`src/rtl/whack_pkg.sv`:
```
// whack_pkg -- definitions shared by the image blitter files.
//   SCREEN_W_DEF / SCREEN_H_DEF : visible VGA adapter area (columns / rows)
//   COLOUR_BITS_DEF             : colour word width, 4 bits per channel
//   blit_state_t                : blitter sequencing states
package whack_pkg;

  localparam int SCREEN_W_DEF    = 160;
  localparam int SCREEN_H_DEF    = 120;
  localparam int COLOUR_BITS_DEF = 12;

  typedef enum logic [1:0] {
    ST_IDLE   = 2'd0,
    ST_RUN    = 2'd1,
    ST_DRAIN  = 2'd2,
    ST_FINISH = 2'd3
  } blit_state_t;

endpackage

```
`src/rtl/pixel_delay_line.sv`:
```
// pixel_delay_line -- fixed-depth shift register that carries the
// (valid, payload) of each issued ROM address so it lines up with rom_q.
//   i_clk, i_reset : clock, synchronous active-high reset
//   i_valid/i_data : tag of the address issued this cycle
//   o_valid/o_data : same tag, DEPTH cycles later
module pixel_delay_line #(
  parameter int DEPTH = 1,
  parameter int W     = 16
) (
  input  logic         i_clk,
  input  logic         i_reset,
  input  logic         i_valid,
  input  logic [W-1:0] i_data,
  output logic         o_valid,
  output logic [W-1:0] o_data
);

  logic [DEPTH-1:0] r_valid;
  logic [W-1:0]     r_data [DEPTH];

  always_ff @(posedge i_clk) begin
    if (i_reset) begin
      r_valid <= '0;
      for (int i = 0; i < DEPTH; i++) r_data[i] <= '0;
    end else begin
      r_valid[0] <= i_valid;
      r_data[0]  <= i_data;
      for (int i = 1; i < DEPTH; i++) begin
        r_valid[i] <= r_valid[i-1];
        r_data[i]  <= r_data[i-1];
      end
    end
  end

  assign o_valid = r_valid[DEPTH-1];
  assign o_data  = r_data[DEPTH-1];

endmodule

```
`src/rtl/image_blitter.sv`:
```
// image_blitter -- copies one image from a selectable ROM to the VGA adapter,
// one pixel per clock, clipping pixels that fall off screen.
//   clk, reset         : clock, synchronous active-high reset
//   start/src_sel/x0/y0: draw request, ROM index and screen origin
//   rom_addr / rom_q   : shared ROM address, concatenated ROM outputs
//   x, y, colour, plot : pixel write to the VGA adapter
//   busy, done         : draw in progress / one-cycle end-of-image pulse
// Build option: IMAGE_BLITTER_TRANSPARENT_KEY_EN adds KEY_COLOUR; pixels of
// that colour are not plotted.
//
// state  | meaning
// IDLE   | waiting for start
// RUN    | issuing one ROM address per cycle, row-major
// DRAIN  | ROM_LATENCY cycles for the last pixels to come out of the ROM
// FINISH | done pulse, back to IDLE
module image_blitter
  import whack_pkg::*;
#(
  parameter int SCREEN_W    = SCREEN_W_DEF,
  parameter int SCREEN_H    = SCREEN_H_DEF,
  parameter int IMG_W       = 160,
  parameter int IMG_H       = 120,
  parameter int COLOUR_BITS = COLOUR_BITS_DEF,
  parameter int NUM_SRC     = 2,
  parameter int ROM_LATENCY = 1,
  parameter int ADDR_W      = 15,
  parameter int COORD_W     = 8
`ifdef IMAGE_BLITTER_TRANSPARENT_KEY_EN
  ,
  parameter logic [COLOUR_BITS-1:0] KEY_COLOUR = 12'hF0F
`endif
) (
  input  logic                                             clk,
  input  logic                                             reset,
  input  logic                                             start,
  input  logic [((NUM_SRC > 1) ? $clog2(NUM_SRC) : 1)-1:0] src_sel,
  input  logic [COORD_W-1:0]                               x0,
  input  logic [COORD_W-1:0]                               y0,
  output logic [ADDR_W-1:0]                                rom_addr,
  input  logic [NUM_SRC*COLOUR_BITS-1:0]                   rom_q,
  output logic [COORD_W-1:0]                               x,
  output logic [COORD_W-1:0]                               y,
  output logic [COLOUR_BITS-1:0]                           colour,
  output logic                                             plot,
  output logic                                             busy,
  output logic                                             done
);

  localparam int                 SEL_W      = (NUM_SRC > 1) ? $clog2(NUM_SRC) : 1;
  localparam logic [ADDR_W-1:0]  LAST_ADDR  = ADDR_W'(IMG_W * IMG_H - 1);
  localparam logic [COORD_W-1:0] LAST_COL   = COORD_W'(IMG_W - 1);
  localparam logic [2:0]         DRAIN_LOAD = 3'(ROM_LATENCY - 1);

  blit_state_t        r_state, w_next;
  logic [ADDR_W-1:0]  r_addr;
  logic [COORD_W-1:0] r_col, r_row, r_x0, r_y0;
  logic [SEL_W-1:0]   r_sel;
  logic [2:0]         r_drain;
  logic               w_issue, w_last_issue, w_accept;
  logic               w_busy, w_done;

  assign w_accept     = (r_state == ST_IDLE) && start;
  assign w_issue      = (r_state == ST_RUN);
  assign w_last_issue = w_issue && (r_addr == LAST_ADDR);

  always_ff @(posedge clk) begin
    if (reset) r_state <= ST_IDLE;
    else       r_state <= w_next;
  end

  always_comb begin
    w_next = r_state;
    case (r_state)
      ST_IDLE:   if (start)        w_next = ST_RUN;
      ST_RUN:    if (w_last_issue) w_next = ST_DRAIN;
      ST_DRAIN:  if (r_drain == '0) w_next = ST_FINISH;
      ST_FINISH: w_next = ST_IDLE;
      default:   w_next = ST_IDLE;
    endcase
  end

  always_comb begin
    w_busy = 1'b0;
    w_done = 1'b0;
    case (r_state)
      ST_RUN, ST_DRAIN: w_busy = 1'b1;
      ST_FINISH:        w_done = 1'b1;
      default:          ;
    endcase
  end

  // Address, raster counters and drain timer
  always_ff @(posedge clk) begin
    if (reset) begin
      r_addr  <= '0;
      r_col   <= '0;
      r_row   <= '0;
      r_x0    <= '0;
      r_y0    <= '0;
      r_sel   <= '0;
      r_drain <= '0;
    end else if (w_accept) begin
      r_sel  <= src_sel;
      r_x0   <= x0;
      r_y0   <= y0;
      r_addr <= '0;
      r_col  <= '0;
      r_row  <= '0;
    end else if (w_issue) begin
      if (w_last_issue) begin
        r_drain <= DRAIN_LOAD;
      end else begin
        r_addr <= r_addr + ADDR_W'(1);
        if (r_col == LAST_COL) begin
          r_col <= '0;
          r_row <= r_row + COORD_W'(1);
        end else begin
          r_col <= r_col + COORD_W'(1);
        end
      end
    end else if (r_state == ST_DRAIN && r_drain != '0) begin
      r_drain <= r_drain - 3'd1;
    end
  end

  logic                   w_al_valid;
  logic [COORD_W-1:0]     w_al_col, w_al_row;
  logic [COORD_W:0]       w_xs, w_ys;
  logic [COLOUR_BITS-1:0] w_pix;
  logic                   w_on_screen, w_key_hit;

  pixel_delay_line #(
    .DEPTH (ROM_LATENCY),
    .W     (2 * COORD_W)
  ) u_delay (
    .i_clk   (clk),
    .i_reset (reset),
    .i_valid (w_issue),
    .i_data  ({r_col, r_row}),
    .o_valid (w_al_valid),
    .o_data  ({w_al_col, w_al_row})
  );

  // One extra bit so an origin near the edge clips instead of wrapping.
  assign w_xs  = {1'b0, r_x0} + {1'b0, w_al_col};
  assign w_ys  = {1'b0, r_y0} + {1'b0, w_al_row};
  assign w_pix = rom_q[r_sel*COLOUR_BITS +: COLOUR_BITS];
  assign w_on_screen = (w_xs < (COORD_W+1)'(SCREEN_W)) && (w_ys < (COORD_W+1)'(SCREEN_H));

`ifdef IMAGE_BLITTER_TRANSPARENT_KEY_EN
  assign w_key_hit = (w_pix == KEY_COLOUR);
`else
  assign w_key_hit = 1'b0;
`endif

  assign plot     = w_al_valid && w_on_screen && !w_key_hit;
  assign colour   = w_al_valid ? w_pix : '0;
  assign x        = w_al_valid ? w_xs[COORD_W-1:0] : '0;
  assign y        = w_al_valid ? w_ys[COORD_W-1:0] : '0;
  assign rom_addr = r_addr;
  assign busy     = w_busy;
  assign done     = w_done;

endmodule
```
`config.mk`:
```
export PLATFORM = sky130hd
export DESIGN_NAME = image_blitter
export DESIGN_NICKNAME = d
export VERILOG_FILES = /design/src/rtl/whack_pkg.sv /design/src/rtl/pixel_delay_line.sv /design/src/rtl/image_blitter.sv
export SDC_FILE = /design/constraint.sdc
export NUM_CORES = 1
export LEC_CHECK = 0
export CORE_MARGIN = 8
export CORE_UTILIZATION = 65
export DETAILED_ROUTE_END_ITERATION = 8
export DONT_BUFFER_PORTS = 1
export PLACE_DENSITY = 0.81
export SLEW_MARGIN = 5
export SYNTH_ARGS = -nofsm -noshare
export SYNTH_HDL_FRONTEND = slang
export SYNTH_SLANG_ARGS = --single-unit
```
`constraint.sdc`:
```
create_clock -name clk -period 5.38 [get_ports clk]
set_clock_uncertainty 0.05 [all_clocks]
set_input_delay 0.269 -clock clk [delete_from_list [all_inputs] [get_ports clk]]
set_output_delay 0.269 -clock clk [all_outputs]
set_load 0.03 [all_outputs]
```
After elaboration in Yosys (flattened, before gate mapping):

Memory sizes are Yosys's and may differ from the RTL's.
Cells that the tools add are included.

* bits in registers: 54
* RAM bits: 16
* input port bits: 44
* logic and storage cells: 64
* memories kept: 1

* $add $sub $neg: 6
* multiply operators: 1
* $lt $le $gt $ge: 2
* equal/unequal tests: 8
* shifts and indexed selects: 1
* muxes and demuxes: 18
* bitwise gates (word level): 2
* reductions and logical operators: 16

Memories
* u_delay.r_data: words 1, width 16, read ports 1, clocked after Yosys merged registers in 0, write ports 1, RTL line pixel_delay_line.sv:19 `logic [W-1:0] r_data [DEPTH];`

Operators with widths (count)
* two-way mux 8 bit: 3
* indexed part select 24 x 6 -> 12 bit: 1
* adder 8 x 8 -> 9 bit: 2
* adder 8 x 1 -> 8 bit (second input constant): 2
* two-way mux 16 bit: 1
* OR reduction 16 bit: 1
* adder 15 x 1 -> 15 bit (second input constant): 1
* equality test 15 bit (second input constant): 1
* two-way mux 12 bit: 1
* less-than comparator 9 x 7 -> 1 bit (second input constant): 1
* less-than comparator 9 x 8 -> 1 bit (second input constant): 1
* two-way mux 3 bit: 3
* AND reduction 3 bit: 3
* equality test 8 bit (second input constant): 1
* one-hot mux 2 bit (4 select lines): 1
* two-way mux 1 bit: 6
* two-way mux 2 bit: 3
* inequality test 2 bit (second input constant): 3
* logical AND 1 bit: 5
* equality test 2 bit (second input constant): 2
* OR reduction 2 bit: 2
* logical NOT 3 bit: 1
* multiplier 1 x 2 -> 3 bit (second input constant): 1
* nonzero test 3 bit: 1
* other kinds (6): 7

Logic depth before layout (Yosys ltp):

Gate-level depths: netlist of the first run.
An unclocked memory read counts as a cell.

* word-level depth: 5
* gate-level depth with buffers: 8
* gate-level depth less buffers: 7

By module:

From an unflattened synthesis of the first run, not the netlist that was laid out.

* cells, all modules: 479
* area, all modules: 4013.8 um^2

By module, submodules not included
* image_blitter: times used 1, cells an instance 444, area an instance 3538.4 um^2
* pixel_delay_line: times used 1, cells an instance 35, area an instance 475.5 um^2

Worst setup path before layout of the first run:

No wires, ideal clock.

* kind: reg-to-output
* from: register r_y0[1]
* to: output port y[7]
* arrival: 2133 ps
* data required time: 5061 ps
* path slack: 2928 ps
* cell stages (with the launch flop): 7
* buffers on the path: 0
* cell sequence: dfxtp_1 -> ha_1 -> a211o_1 -> a211oi_1 -> o21bai_1 -> a21oi_1 -> mux2i_1

* word-level cells in the longest chain between the ends: 2

Ends and longest elaborated chain
* start, declared: RTL line image_blitter.sv:56 `logic [COORD_W-1:0] r_col, r_row, r_x0, r_y0;`
* start signal, assigned: RTL line image_blitter.sv:105 `r_y0 <= y0;`
* adder 8 x 8 -> 9 bit: RTL line image_blitter.sv:146 `assign w_ys = {1'b0, r_y0} + {1'b0, w_al_row};`
* two-way mux 8 bit: RTL line image_blitter.sv:159 `assign y = w_al_valid ? w_ys[COORD_W-1:0] : '0;`
* end, declared: RTL line image_blitter.sv:42 `output logic [COORD_W-1:0] y,`

Every way passes these cells.

Worst setup path after layout of the first run:

Same ends and word-level chain as after synthesis.

==> flow_summary.yaml, run 1 <==
yosys:
  ys_seq_area_share_pct: 35.6
  yosys.area.top_type_share_pct: 35.6
  synth_cell_types: 51
  yosysMostFrequentCell: "dfxtp_1"
  synth-seq-cells: 70
  ys_async_sr_fraction_pct: 0
  ys_top_cells_by_area: "dfxtp_1, ha_1, nand2_1"
  synthCells: 463
  synth.top_cells.by_count: "dfxtp_1, nand2_1, nor2_1"
  syn_nets: 535
  yosys_warnings: 0
  syn_area_per_cell_sq_um: 8.50
  synth_ff_type: "dfxtp_1"
  syn-cell-area_sq_mm: 0.00394
  synth_edf_count: 0
  yosysTopAreaCell: "dfxtp_1"
grt:
  grt_pass1_vias: 3128
  grt_overflow: 0
  grt_pass1_wl_microns: 14200
  grt_antenna_before_repair: 0
  grt_max_degree: 39
  track_usage_pct: 19.6
route:
  firstDrtPassIters: 4
  drtIter0Drc: 137
  vias_per_cell: 6.09
  wl_microns: 8690
  avgRoutedWirePerCell_microns: 16.2
  vias: 3265
  drc_errors: 0
  ant_nets: 0
timing:
  tightest_slew_ns: 0.840
  fmax_mhz: 330
  period_needed_ns: 3.03
  rsz0062_at_grt: "no"
  setup_violations: 0
  hold_violations: 0
  final.period_utilization_pct: 56.3
  drv_slew: 0
  tns_ns: 0
  relSlewSlack_pct: 43.8
placement:
  gp_congestion: 0.810
  dpl_cell_area_sq_mm: 0.00395
  place_hpwl_microns: 6380
  portBuffers: 0
clock_tree:
  htree_num_levels: 3
  clk-insertion-delay-late_ns: 0.33
  cts.sinks: 70
  clk_pin_slew_ns: 0.07
  clockBufferDepth: 2
  cts_resized: 0
  clock-root-buffer: "clkbuf_8"
  post_cts.repair.setup_buffers: 0
  hold_buffers: 2
  cts_tree: "yes"
  cts_buffers: 9
hold_path:
  min_to: "r_y0[0]"
  min_path_cells: 2
  min_from: "y0[0]"
  min-delay-path-class: "primary input to flip-flop"
run_status:
  status: "completed"
floorplanning:
  dieArea_sq_mm: 0.00880
  die_height_microns: 93.8
  fp.dieW_microns: 93.8
  io_pins: 90
  coreArea_sq_mm: 0.00589
  rows: 28
  initial_core_util_pct: 66.9
layout:
  final_area_sq_mm: 0.00418
  final_util_pct: 71.0
  drive_above_1_share_pct: 4.99
  nets: 529
  multi_input_area_sq_mm: 0.00240
  layout.area.seq_sq_mm: 0.00140
  diodes: 0
  area_growth_syn_to_layout_pct: 6.20
  fill_cells: 462
worst_setup_path:
  cp.arrival_ns: 2.71
  worstSetupPathType: "flip-flop to output pin"
  timing.rr.end: "rom_addr[6]"
  ff2ff_path_depth: 6
  rrSetupSlack_ns: 2.65
  worstPathMaxFanout: 4
  cp-end-kind: "output pin"
  worstSetupStartpointType: "flip-flop"
  critical_path.reg2reg.startpoint: "r_state[0]"
  cp.required_ns: 5.06
pwr:
  power.density_mw_per_mm2: 359
  leakagePower_nw: 1.64
  peakVddDrop_mv: 0.211
job:
  maxCapViolCount: 0
[registers in the layout, summed over array words and instances, names as in the netlist]
name / count
r_col: 8
r_drain: 3
r_row: 8
r_sel: 1
r_state: 2
r_x0: 8
r_y0: 8
rom_addr: 15
u_delay.o_valid: 1
u_delay.r_data: 16
[how the worst max path moves through the flow]
stage	cells after the start	start	endpoint
6_report	6	r_y0[1]	y[7]
3_5_place_dp	6	r_state[0]	rom_addr[6]
4_1_cts	6	r_y0[1]	y[7]
3_3_place_gp	6	r_state[0]	rom_addr[4]
2_1_floorplan	6	r_y0[1]	y[7]
5_1_grt	6	r_y0[1]	y[7]
[placed cells by master (no fill, tap or decap), drive strengths merged, types with 10 or more instances in the layout]
master	instances
and2	16
mux2i	14
o21ai	16
dfxtp	70
a21oi	29
inv	16
clkbuf	11
xor2	19
nand3	10
ha	26
or4	11
nor2	38
o211ai	11
nand2	53
nor2b	28
[stage by stage]
stage,std cells,hold slack [ns],total power [mW],setup WS [ns]
detailed placement,518,0.296,1.10,2.58
floorplan,463,0.355,1.02,2.93
finish,536,0.0168,1.50,2.35
global route,536,0.00337,1.59,2.16
CTS,535,0.00303,1.51,2.34
global placement,518,0.294,1.08,2.73
[where the power goes]
part	internal [mW]	switching (mW)	total, mW
logic	0.152	0.309	0.462
clock network	0.223	0.181	0.404
registers	0.572	0.0631	0.635
total	0.947	0.553	1.50
[worst max-delay path: stages (launching register included)]
cell and delay, ns:
dfxtp_1 0.34, ha_1 0.29, a211o_1 0.32, a211oi_1 0.45, o21bai_1 0.14, a21oi_1 0.20
mux2i_1 0.63
[area by class of cell]
type	count	area share, %
well taps	75	2.24
clock inverters	4	1.14
flip-flops and latches	70	33.5
repair buffers	3	0.958
clock buffers	11	3.38
multi-input cells	357	57.3
inverters	16	1.44
[kinds of logic (layout without fill, tap and decap cells)]
kind of cell / Yosys count / count (layout) / synth area share, %
flip-flops: 70 / 70 / 35.6
XOR/XNOR: 24 / 24 / 5.34
AO/OA/AOI/OAI: 102 / 102 / 17.3
multiplexers: 15 / 15 / 3.84
AND/OR/NAND/NOR: 188 / 188 / 25.2
buffers and inverters: 36 / 34 / 3.53
adder cells (fa/ha/maj): 28 / 28 / 9.28
[routing by layer]
metal / GRT usage [%] / routed length [microns]
met3: 7.67 / 787
met2: 32.6 / 4050
met4: 8.45 / 144
met5: 0 / 0
met1: 21.8 / 3710
(Power assumes the default switching activity.)
==> run 2: changes to the inputs <==
--- a/config.mk
+++ b/config.mk
@@ -6,10 +6,10 @@
 export NUM_CORES = 1
 export LEC_CHECK = 0
 export CORE_MARGIN = 8
-export CORE_UTILIZATION = 65
+export CORE_UTILIZATION = 64
 export DETAILED_ROUTE_END_ITERATION = 8
 export DONT_BUFFER_PORTS = 1
-export PLACE_DENSITY = 0.81
+export PLACE_DENSITY = 0.8
 export SLEW_MARGIN = 5
 export SYNTH_ARGS = -nofsm -noshare
 export SYNTH_HDL_FRONTEND = slang
==> constraint.sdc (replaced) <==
create_clock -name clk -period 3 [get_ports clk]
set_clock_uncertainty 0.05 [all_clocks]
set_input_delay 0.15 -clock clk [delete_from_list [all_inputs] [get_ports clk]]
set_output_delay 0.15 -clock clk [all_outputs]
set_load 0.03 [all_outputs]
==> run 2 against run 1 <==
Net effect: sequential cell count unchanged; register-to-register slack worse by 2.0 ns; global-route usage up 1.5 points; sequential share of layout area down 1.6 points; worst hold slack better by 0.023 ns; sequential power up 80%; critical path depth up 1; non-clock buffer count up 23; routed wire length up 7.4%; cell count up 4.7%.
==> flow_summary.yaml, run 2 (same netlist as run 1, synthesis figures left out) <==
clock_tree:
  cts_buffers: 9
  htree_num_levels: 3
  cts_resized: 0
  clockBufferDepth: 2
  clock-root-buffer: "clkbuf_8"
  cts.sinks: 70
  clk-insertion-delay-late_ns: 0.34
  cts_tree: "yes"
  clk_pin_slew_ns: 0.08
route:
  avgRoutedWirePerCell_microns: 16.6
  drc_errors: 0
  ant_nets: 0
  drtIter0Drc: 207
  firstDrtPassIters: 5
  vias: 3387
  wl_microns: 9330
  vias_per_cell: 6.04
worst_setup_path:
  worstSetupPathType: "flip-flop to output pin"
  worstSetupStartpointType: "flip-flop"
  cp.required_ns: 2.80
  cp-end-kind: "output pin"
  worstPathMaxFanout: 3
  cp.arrival_ns: 2.58
  critical_path.reg2reg.startpoint: "r_state[1]"
  startpoint: "r_x0[0]"
  ff2ff_path_depth: 6
grt:
  grt_pass1_wl_microns: 15400
  grt_pass1_vias: 3318
  grt_overflow: 0
  track_usage_pct: 21.1
  grt_max_degree: 42
  grt_antenna_before_repair: 0
placement:
  gp_congestion: 0.842
  dp.cells: 526
  portBuffers: 0
  dp_slack_ns: 0.617
  place_hpwl_microns: 6510
job:
  maxCapViolCount: 0
pwr:
  power.density_mw_per_mm2: 617
  leakagePower_nw: 1.73
  peakVddDrop_mv: 0.450
hold_path:
  min-delay-path-class: "primary input to flip-flop"
  min_path_cells: 2
  min_from: "reset"
layout:
  final_util_pct: 74.2
  fin_cells: 561
  mostFrequentLayoutCells: "dfxtp_1, nand2_1, nor2_1"
  multi_input_area_sq_mm: 0.00240
  drive_above_1_share_pct: 6.60
  largest_register: "u_delay.r_data"
  layout.area.seq_sq_mm: 0.00140
  area_growth_syn_to_layout_pct: 11.5
  largest_reg_flops: 16
  nets: 552
  final_common_cell: "dfxtp_1"
  fill_cells: 456
timing:
  setup_violations: 0
  final.period_utilization_pct: 92.6
  rsz0062_at_grt: "no"
  fmax_mhz: 360
  setup_ws_ns: 0.222
  hold_violations: 0
  drv_slew: 0
  tns_ns: 0
  holdWs_ns: 0.0395
  period_needed_ns: 2.78
  tightest_slew_ns: 0.769
  relSlewSlack_pct: 48.8
floorplanning:
  dieArea_sq_mm: 0.00892
  initial_core_util_pct: 66.5
  coreArea_sq_mm: 0.00592
  rows: 28
  die_height_microns: 94.4
  io_pins: 90
  fp.dieW_microns: 94.4
run_status:
  status: "completed"
-- run 2: cell count changes in the layout (fill, tap and decap cells not counted) --
cell and change:
bufinv_16 -1, clkinvlp_4 +2, diode_2 +1, clkinv_4 +1, clkbuf_8 +1, clkinv_2 -2
buf_4 +8, dlygate4sd3_1 +15
-- run 2: area by class of cell --
| cell class | instances | area share, % |
|---|---|---|
| antenna | 1 | 0.0570 |
| clock buffer | 12 | 3.53 |
| clock inverter | 4 | 0.712 |
| inverter | 16 | 1.37 |
| multi-input combinational | 357 | 54.6 |
| sequential | 70 | 31.9 |
| tap | 75 | 2.14 |
| timing repair buffer | 26 | 5.70 |
-- run 2: timing repair --
action / CTS / global route
buffers inserted: 0 / 0
hold buffers: 18 / 0
hold endpoints to repair: 39 / 0
-- run 2: metrics by stage --
step           power [mW]  instance area, sq um
2_1_floorplan        1.83                  3940
3_3_place_gp         1.96                  4010
3_5_place_dp         1.99                  4010
4_1_cts              2.71                  4390
5_1_grt              2.90                  4390
6_report             2.71                  4390
-- run 2: power by group --
part / total (mW) / switching (mW) / internal, mW / leakage [nW]
clock: 0.695 / 0.348 / 0.347 / 0.0848
sequential: 1.14 / 0.115 / 1.02 / 0.567
combinational: 0.876 / 0.570 / 0.306 / 1.08
-- run 2: final timing paths --
path,to,slack [ns]
worst min-delay path,r_state[1],0.04
worst max register to register,r_x0[4],0.64
worst min register to register,r_y0[4],0.41
worst max-delay path,plot,0.22
-- run 2: metal layers --
| metal | up-vias | wire [microns] | track usage [%] |
|---|---|---|---|
| met5 | - | 0 | 0 |
| met4 | 0 | 82 | 7.93 |
| met3 | 10 | 904 | 7.30 |
| met2 | 121 | 4500 | 36.9 |
| met1 | 1570 | 3850 | 23.0 |
| li1 | 1686 | - | - |
-- run 2: worst max-delay path, cell delays in order, from the launching register on --
cell      delay, ns
dfxtp_1        0.33
ha_1           0.24
fa_1           0.43
a211oi_1       0.27
o21ai_0        0.17
a221oi_1       0.37
o22ai_1        0.14
and4b_1        0.30
==> run 3: changes to the inputs <==
--- a/config.mk
+++ b/config.mk
@@ -6,10 +6,9 @@
 export NUM_CORES = 1
 export LEC_CHECK = 0
 export CORE_MARGIN = 8
-export CORE_UTILIZATION = 64
+export CORE_UTILIZATION = 43
 export DETAILED_ROUTE_END_ITERATION = 8
 export DONT_BUFFER_PORTS = 1
-export PLACE_DENSITY = 0.8
 export SLEW_MARGIN = 5
 export SYNTH_ARGS = -nofsm -noshare
 export SYNTH_HDL_FRONTEND = slang
==> run 3 against run 2 <==
Net effect: combinational power is 0.5% lower; core utilization is 24 points lower; register-to-register slack better by 0.13 ns; total power is 13% higher; first-iteration DRC count is 32% lower; maximum frequency is 1.3% lower; worst hold slack worse by 0.0063 ns; non-clock buffer count stayed put; cell count is 6.2% higher; sequential share of layout area is 1.0 points lower; sequential cell count stayed put; global-route usage is 6.7 points lower; critical path type unchanged; critical endpoint unchanged.
==> flow_summary.yaml, run 3 (same netlist as run 1, synthesis figures left out) <==
timing:
  tightest_slew_ns: 0.842
  setup_violations: 0
  hold_violations: 0
  final.period_utilization_pct: 93.8
  fmax_mhz: 355
  setup_ws_ns: 0.185
  drv_slew: 0
  period_needed_ns: 2.81
  relSlewSlack_pct: 43.9
layout:
  diodes: 0
  fin_cells: 596
  drive_above_1_share_pct: 7.01
  area_growth_syn_to_layout_pct: 15.2
  final_util_pct: 50.0
  largest_reg_flops: 16
  mostFrequentLayoutCells: "dfxtp_1, nand2_1, nor2_1"
  nets: 552
  final_common_cell: "dfxtp_1"
  largest_register: "u_delay.r_data"
clock_tree:
  cts.sinks: 70
  htree_num_levels: 3
  post_cts.repair.setup_buffers: 0
  cts_tree: "yes"
  cts_buffers: 9
  clockBufferDepth: 2
  clk_pin_slew_ns: 0.08
  clock-root-buffer: "clkbuf_8"
  clk-insertion-delay-late_ns: 0.34
worst_setup_path:
  worstSetupStartpointType: "flip-flop"
  cp-end-kind: "output pin"
  crit_buf_inv: 0
  crit_chain: "ha_1 -> fa_1 -> a211oi_1 -> o21ai_0 -> a221oi_2 -> o22ai_1 -> and4b_1"
  critPathTopFamily: "compound AO/OA/AOI/OAI gates"
  ff2ff_path_depth: 5
  worstSetupPathType: "flip-flop to output pin"
  cp.arrival_ns: 2.61
  critical_path.endpoint: "plot"
  crit_cells: 7
  critical_path.reg2reg.startpoint: "rom_addr[14]"
  worstPathMaxFanout: 3
  rrSetupSlack_ns: 0.77
  cp.required_ns: 2.80
  crit_path_max_incr_delay_ns: 0.43
  startpoint: "r_x0[0]"
  cpMaxStageDelayCell: "fa_1"
  timing.rr.end: "r_state[1]"
pwr:
  peakVddDrop_mv: 0.330
  power.density_mw_per_mm2: 673
  leakagePower_nw: 1.79
floorplanning:
  initial_core_util_pct: 43.4
  dieArea_sq_mm: 0.0125
  coreArea_sq_mm: 0.00906
  rows: 35
  fp.dieW_microns: 112
  die_height_microns: 112
  io_pins: 90
placement:
  dp_slack_ns: 0.582
  dp.cells: 562
  place_hpwl_microns: 6750
  gp_congestion: 0.824
  portBuffers: 0
grt:
  track_usage_pct: 14.5
  grt_overflow: 0
  grt_max_degree: 42
  grt_pass1_wl_microns: 15000
  grt_pass1_vias: 3111
  grt_antenna_before_repair: 0
route:
  wl_microns: 9260
  drtIter0Drc: 141
  drc_errors: 0
  ant_nets: 0
  vias_per_cell: 5.53
  avgRoutedWirePerCell_microns: 15.5
  vias: 3296
  firstDrtPassIters: 4
run_status:
  status: "completed"
hold_path:
  min-delay-path-class: "primary input to flip-flop"
job:
  maxCapViolCount: 0
==> run 3: cell count changes in the layout (fill, tap and decap cells not counted) <==
cell        before  now
a221oi_1         1    0
a221oi_2         0    1
bufinv_16        0    4
clkbuf_1         1    0
clkinvlp_4       3    0
diode_2          1    0
==> run 3: metal layers <==
metal | vias up | wire [microns] | track usage [%]
met2 | 94 | 4210 | 22.9
met4 | 0 | 57 | 5.56
met1 | 1511 | 4210 | 17.3
li1 | 1687 | - | -
met5 | - | 0 | 0
met3 | 4 | 781 | 5.63
==> run 3: through the flow <==
step                instance area (sq um)  setup TNS [ns]  power (mW)  hold slack [ns]
floorplan                            3940               0        1.83            0.236
global placement                     4060               0        1.99            0.178
detailed placement                   4060               0        2.01            0.177
CTS                                  4530               0        3.09          0.00215
global route                         4530        -0.00893        3.23           0.0149
finish                               4530               0        3.05           0.0332
==> run 3: power breakdown <==
group          total [mW]  internal (mW)  switching, mW  leakage [nW]
sequential           1.14           1.02          0.113         0.567
combinational       0.872          0.303          0.569          1.08
clock                1.04          0.684          0.358         0.140
==> run 3: worst register-to-register path: cells and delay by family (launching register included) <==
kind,cells,cell delay (ns)
flops,1,0.54
simple gates,2,0.54
compound gates,3,1.00
==> run 3: area by class of cell <==
type	instances	area, sq um
fillers	861	4530
multi-input cells	357	2400
flip-flops and latches	70	1400
repair buffers	26	250
clock buffers	11	151
well taps	111	139
clock inverters	5	129
inverters	16	60.1
==> run 3: repair_timing <==
item | 4_1_cts | 5_1_grt
endpoints found under the setup margin | 0 | 1
resized for setup | 0 | 1
endpoints found under the hold margin | 39 | 0
hold buffers | 18 | 0
==> run 3: worst min path at each step <==
stage	startpoint	to	slack (ns)	depth (start not counted)
2_1_floorplan	x0[0]	r_x0[0]	0.24	2
3_3_place_gp	reset	u_delay.o_valid	0.18	1
3_5_place_dp	reset	u_delay.o_valid	0.18	1
4_1_cts	reset	r_state[1]	0.002	2
5_1_grt	reset	r_state[1]	0.01	2
6_report	reset	r_state[1]	0.03	2
